<file path="src/rtl/ysyx_25060173_pkg.sv">
// Shared decode constants and the ALU issue bundle for the IDU issue stage.
package ysyx_25060173_pkg;

  localparam int          XLEN        = 32;
  localparam logic [6:0]  OPC_OPIMM   = 7'b0010011;
  localparam logic [6:0]  OPC_AUIPC   = 7'b0010111;
  localparam logic [31:0] EBREAK_INST = 32'h00100073;

  localparam logic [1:0] ALU_OP_NONE  = 2'b00;
  localparam logic [1:0] ALU_OP_ADDI  = 2'b01;
  localparam logic [1:0] ALU_OP_AUIPC = 2'b10;

  typedef struct packed {
    logic [31:0] src1;
    logic [31:0] src2;
    logic [1:0]  op;
    logic [4:0]  rd;
    logic        rd_wen;
    logic [31:0] pc;
    logic        ebreak;
    logic        illegal;
  } issue_t;

  function automatic logic is_addi(input logic [31:0] inst);
    return (inst[6:0] == OPC_OPIMM) && (inst[14:12] == 3'b000);
  endfunction

endpackage

</file>
<file path="src/rtl/ysyx_25060173_idu_decode.sv">
// Combinational decode of ADDI / AUIPC / EBREAK into a fully formed ALU issue bundle.
module ysyx_25060173_idu_decode
  import ysyx_25060173_pkg::*;
(
  input  logic [31:0] inst_i,
  input  logic [31:0] pc_i,
  input  logic [31:0] rs1_data_i,
  output issue_t      bundle_o
);

  always_comb begin
    bundle_o    = '0;
    bundle_o.pc = pc_i;
    if (is_addi(inst_i)) begin
      bundle_o.op     = ALU_OP_ADDI;
      bundle_o.src1   = rs1_data_i;
      bundle_o.src2   = {{20{inst_i[31]}}, inst_i[31:20]};
      bundle_o.rd     = inst_i[11:7];
      bundle_o.rd_wen = |inst_i[11:7];
    end else if (inst_i[6:0] == OPC_AUIPC) begin
      bundle_o.op     = ALU_OP_AUIPC;
      bundle_o.src1   = pc_i;
      bundle_o.src2   = {inst_i[31:12], 12'b0};
      bundle_o.rd     = inst_i[11:7];
      bundle_o.rd_wen = |inst_i[11:7];
    end else if (inst_i == EBREAK_INST) begin
      bundle_o.ebreak = 1'b1;
    end else begin
      bundle_o.illegal = 1'b1;
    end
  end

endmodule

</file>
<file path="src/rtl/ysyx_25060173_idu_issue.sv">
// Decode-and-issue stage: decodes on accept and buffers ALU bundles in a small skid FIFO
// with a RAW interlock against buffered, not-yet-written destinations.
module ysyx_25060173_idu_issue
  import ysyx_25060173_pkg::*;
#(
  parameter int XLEN  = 32,
  parameter int DEPTH = 2
) (
  input  logic            clk,
  input  logic            rst,
  input  logic            flush,
  input  logic            in_valid,
  output logic            in_ready,
  input  logic [XLEN-1:0] in_pc,
  input  logic [31:0]     in_inst,
  output logic [4:0]      rf_raddr,
  input  logic [XLEN-1:0] rf_rdata,
  output logic            out_valid,
  input  logic            out_ready,
  output logic [XLEN-1:0] alu_src1,
  output logic [XLEN-1:0] alu_src2,
  output logic [1:0]      alu_op,
  output logic [4:0]      out_rd,
  output logic            out_rd_wen,
  output logic [XLEN-1:0] out_pc,
  output logic            out_ebreak,
  output logic            out_illegal
);

  localparam int PW = (DEPTH > 1) ? $clog2(DEPTH) : 1;
  localparam int CW = $clog2(DEPTH + 1);
  localparam logic [CW-1:0] FULL_CNT = CW'(DEPTH);

  issue_t              mem_q [DEPTH];
  logic [DEPTH-1:0]    vld_q, vld_d;
  logic [PW-1:0]       wr_ptr_q, wr_ptr_d, rd_ptr_q, rd_ptr_d;
  logic [CW-1:0]       cnt_q, cnt_d;
  issue_t              dec, head;
  logic                hit, hazard, push, pop;

  assign rf_raddr = in_inst[19:15];

  ysyx_25060173_idu_decode u_decode (
    .inst_i     (in_inst),
    .pc_i       (in_pc),
    .rs1_data_i (rf_rdata),
    .bundle_o   (dec)
  );

  // Interlock only uses registered entries, so a popping producer releases the
  // consumer one edge later, after its writeback has landed in the register file.
  always_comb begin
    hit = 1'b0;
    for (int i = 0; i < DEPTH; i++)
      if (vld_q[i] && mem_q[i].rd_wen && (mem_q[i].rd == in_inst[19:15])) hit = 1'b1;
  end

  assign hazard    = hit & is_addi(in_inst);
  assign out_valid = (cnt_q != '0);
  assign in_ready  = (cnt_q < FULL_CNT) & ~hazard & ~flush;
  assign push      = in_valid & in_ready;
  assign pop       = out_valid & out_ready & ~flush;

  always_comb begin
    wr_ptr_d = wr_ptr_q + PW'(push);
    rd_ptr_d = rd_ptr_q + PW'(pop);
    cnt_d    = cnt_q;
    vld_d    = vld_q;
    case ({push, pop})
      2'b10:   cnt_d = cnt_q + CW'(1);
      2'b01:   cnt_d = cnt_q - CW'(1);
      default: cnt_d = cnt_q;
    endcase
    if (pop)  vld_d[rd_ptr_q] = 1'b0;
    if (push) vld_d[wr_ptr_q] = 1'b1;
    if (flush) begin
      wr_ptr_d = '0;
      rd_ptr_d = '0;
      cnt_d    = '0;
      vld_d    = '0;
    end
  end

  always_ff @(posedge clk or posedge rst) begin
    if (rst) begin
      wr_ptr_q <= '0;
      rd_ptr_q <= '0;
      cnt_q    <= '0;
      vld_q    <= '0;
      for (int i = 0; i < DEPTH; i++) mem_q[i] <= '0;
    end else begin
      wr_ptr_q <= wr_ptr_d;
      rd_ptr_q <= rd_ptr_d;
      cnt_q    <= cnt_d;
      vld_q    <= vld_d;
      if (push) mem_q[wr_ptr_q] <= dec;
    end
  end

  assign head        = mem_q[rd_ptr_q];
  assign alu_src1    = head.src1;
  assign alu_src2    = head.src2;
  assign alu_op      = head.op;
  assign out_rd      = head.rd;
  assign out_rd_wen  = head.rd_wen;
  assign out_pc      = head.pc;
  assign out_ebreak  = head.ebreak;
  assign out_illegal = head.illegal;

endmodule

</file>
<file path="config.mk">
export PLATFORM = sky130hd
export DESIGN_NAME = ysyx_25060173_idu_issue
export DESIGN_NICKNAME = d
export VERILOG_FILES = /design/src/rtl/ysyx_25060173_pkg.sv /design/src/rtl/ysyx_25060173_idu_decode.sv /design/src/rtl/ysyx_25060173_idu_issue.sv
export SDC_FILE = /design/constraint.sdc
export NUM_CORES = 1
export LEC_CHECK = 0
export CAP_MARGIN = 40
export CORE_MARGIN = 2
export CORE_UTILIZATION = 35
export DETAILED_ROUTE_END_ITERATION = 8
export PLACE_DENSITY = 0.61
export SLEW_MARGIN = 15
export SYNTH_ARGS = -nofsm -noshare
export SYNTH_HDL_FRONTEND = slang
export SYNTH_SLANG_ARGS = --single-unit
</file>
<file path="constraint.sdc">
create_clock -name clk -period 7.9 [get_ports clk]
set_clock_uncertainty 0.2 [all_clocks]
set_input_delay 1.58 -clock clk [delete_from_list [all_inputs] [get_ports clk]]
set_output_delay 1.58 -clock clk [all_outputs]
set_load 0.005 [all_outputs]
</file>
==> summary.md <==
| Metric | Value |
|---|---|
| DRT Wirelength | `26000 um` |
| Largest net degree at the start of global routing | `106` |
| Vias/cell | `5.06` |
| CTS Buf Count | `24` |
| Nets | `1201` |
| Post-DP HPWL | `17000 um` |
| RSZ-0062 raised after global routing | `no` |
| Die Footprint | `29700 um2` |
| Most frequent cells in the layout | `dfrtp_1, clkdlybuf4s50_1, mux2_2` |
| Drt drc | `0` |
| FF+latch area | `5460 um2` |
| Cts repair resizes | `0` |
| Leak | `0.00530 uW` |
| Max Clk Rate | `185 MHz` |
| Number of max-cap violations | `0` |
| Slew of the pin with the lowest slew margin | `0.773 ns` |
| GPL Wtd Cong | `0.819` |
| CP arrival | `3.61 ns` |
| Most used DFF post-synth | `dfrtp_1` |
| Initial antenna violation count | `0` |
| Clock slew at reported path FFs | `0.05 ns` |
| Setup repair bufs after CTS | `0` |
| Setup TNS Final | `0 ns` |
| Die Ht | `172 um` |
| First-pass GRT wire length | `41900 um` |
| Multi-input logic area | `4030 um2` |
| Synth Register Bits | `218` |
| Initial DRC Count | `531` |
| Max-slew violation count | `0` |
| Post-route ant nets | `0` |
| CTS Hold Bufs | `0` |
| Fin crit period | `5.39 ns` |
| Filler instances | `2592` |
| Setup-failing EPs final | `0` |
| PD cells | `253 nW/um2` |
| Starting Density | `35.6%` |
| Status | `finished, final reports clean` |
| Mapped cell area | `9920 um2` |
| Final hold vios | `0` |
| Chip width | `172 um` |
| Syn nets | `1022` |
| Setup Crit Path Kind | `input port to output port` |
| Synth warn | `0` |
| Synth-to-Final Area Change | `32.8%` |
| Worst-Skew Late Latency | `0.51 ns` |
| Mean area per synthesized cell | `10.8 um2` |
| Diodes inserted | `0` |
| Synth unique cells | `34` |
| Fin Hold WS | `0.298 ns` |
| IO Pins | `214` |
| CTS Sinks | `218` |
| Dpl cell area | `12400 um2` |
| Critical-path maximum fanout | `6` |
| All-Layer GR Usage | `17.7%` |
| Remaining Overflow, GRT | `0` |
| HP Class | `flip-flop to flip-flop` |
| Root Driver | `clkbuf_16` |
| Post-Syn Instances | `919` |
| Post-Layout Inst Area | `13200 um2` |
| Most common cell after layout, fill and taps aside | `dfrtp_1` |
| Total number of vias | `7550` |
| Req. time, crit path | `6.12 ns` |
| Share of synthesized flip-flops with an asynchronous set or reset | `100%` |
| H-tree depth | `1` |
| Final Util | `47.3%` |
| Maximum vdd drop | `0.136 mV` |
| Startpoint types | `input port` |
| CTS max path bufs | `3` |
| Sequential-to-total area share from yosys stat | `55.0%` |
| Post-synth EDFFs | `0` |
| Final Cycle Share | `68.2%` |
| PortBufs | `213` |
| WL per Instance | `17.4 um` |
| Overall power | `3330 uW` |
| CTS tree | `built` |
| Share of post-route cells with drive strength above 1 | `19.0%` |
| Pre-antenna DRT Iters | `5` |
| Core area | `27900 um2` |
| Worst rel slew slack | `48.0%` |
| Rows | `61` |
| Vias in the first global route | `7701` |
| Setup crit end kind | `output port` |
## state kept, by name, summed over array words and instances, names as in the netlist
register  count
mem_q       212
cnt_q         2
vld_q         2
rd_ptr_q      1
wr_ptr_q      1
## worst max-delay path, stage by stage
cell	delay, ns
clkdlybuf4s50_1	0.45
nor4_1	0.37
nor4b_4	0.34
and2_1	0.31
nor3_1	0.09
clkdlybuf4s50_1	0.46
## cells in the mapped netlist (all sizes together) (2+ instances only)
cell type / instances / area (um2)
o21ai: 57 / 285
and2: 3 / 18.8
nand3: 41 / 205
nor2b: 3 / 18.8
a22oi: 32 / 240
nor4b: 2 / 32.5
xnor2: 10 / 87.6
nand2: 21 / 78.8
nor3: 3 / 15.0
nor2: 107 / 402
nor4: 6 / 37.5
a21oi: 122 / 611
o22ai: 3 / 18.8
clkbuf: 47 / 176
buf: 26 / 134
mux2: 162 / 1820
dfrtp: 218 / 5460
nand4: 2 / 12.5
ha: 2 / 25.0
inv: 41 / 154
## per-stage QoR
step | cells | worst slack, ns
CTS | 1492 | 2.48
detailed placement | 1449 | 2.50
global placement | 1446 | 2.49
finish | 1493 | 2.51
global route | 1493 | 2.39
floorplan | 919 | 0.156
## cells by family after synthesis
group | after synthesis | share of synthesized area, %
AOI/OAI and AO/OA | 220 | 12.1
xor gates and xnor gates | 11 | 0.971
adders and majority gates | 2 | 0.252
buffers and inverters | 114 | 4.68
DFF | 218 | 55.0
muxes | 162 | 18.4
and+or+nand+nor | 192 | 8.60
## per-layer routing
layer / routed length (um) / GRT usage (%) / vias up
met5: 0 / 0 / -
met1: 11500 / 24.6 / 3714
met2: 11900 / 27.8 / 247
met4: 513 / 3.91 / 0
li1: - / - / 3551
met3: 2150 / 4.74 / 38
## power breakdown
group          leakage (uW)  internal (uW)  switching [uW]
Sequential          0.00269           1380             133
Clock              0.000356            620             429
Combinational       0.00225            469             306
## area by class of cell
type / count / share of cell area (%)
sequential: 218 / 41.4
multi-input combinational: 587 / 30.6
timing repair buffer: 226 / 17.6
clock buffer: 42 / 5.53
tap: 378 / 3.59
inverter: 41 / 1.22
clock inverter: 1 / 0.0380
## final timing paths
| check | end | slack [ns] | start | cells after the start |
|---|---|---|---|---|
| max | in_ready | 2.51 | in_inst[2] | 6 |
| min | mem_q[133] | 0.30 | mem_q[133] | 1 |
| max reg2reg | mem_q[115] | 4.39 | mem_q[37] | 8 |
| min reg2reg | mem_q[133] | 0.30 | mem_q[133] | 1 |
| max in group asynchronous | mem_q[179] | 4.95 | rst | 3 |
| min in group asynchronous | mem_q[49] | 1.40 | rst | 2 |
No activity file was read; power rests on OpenSTA's default activity.
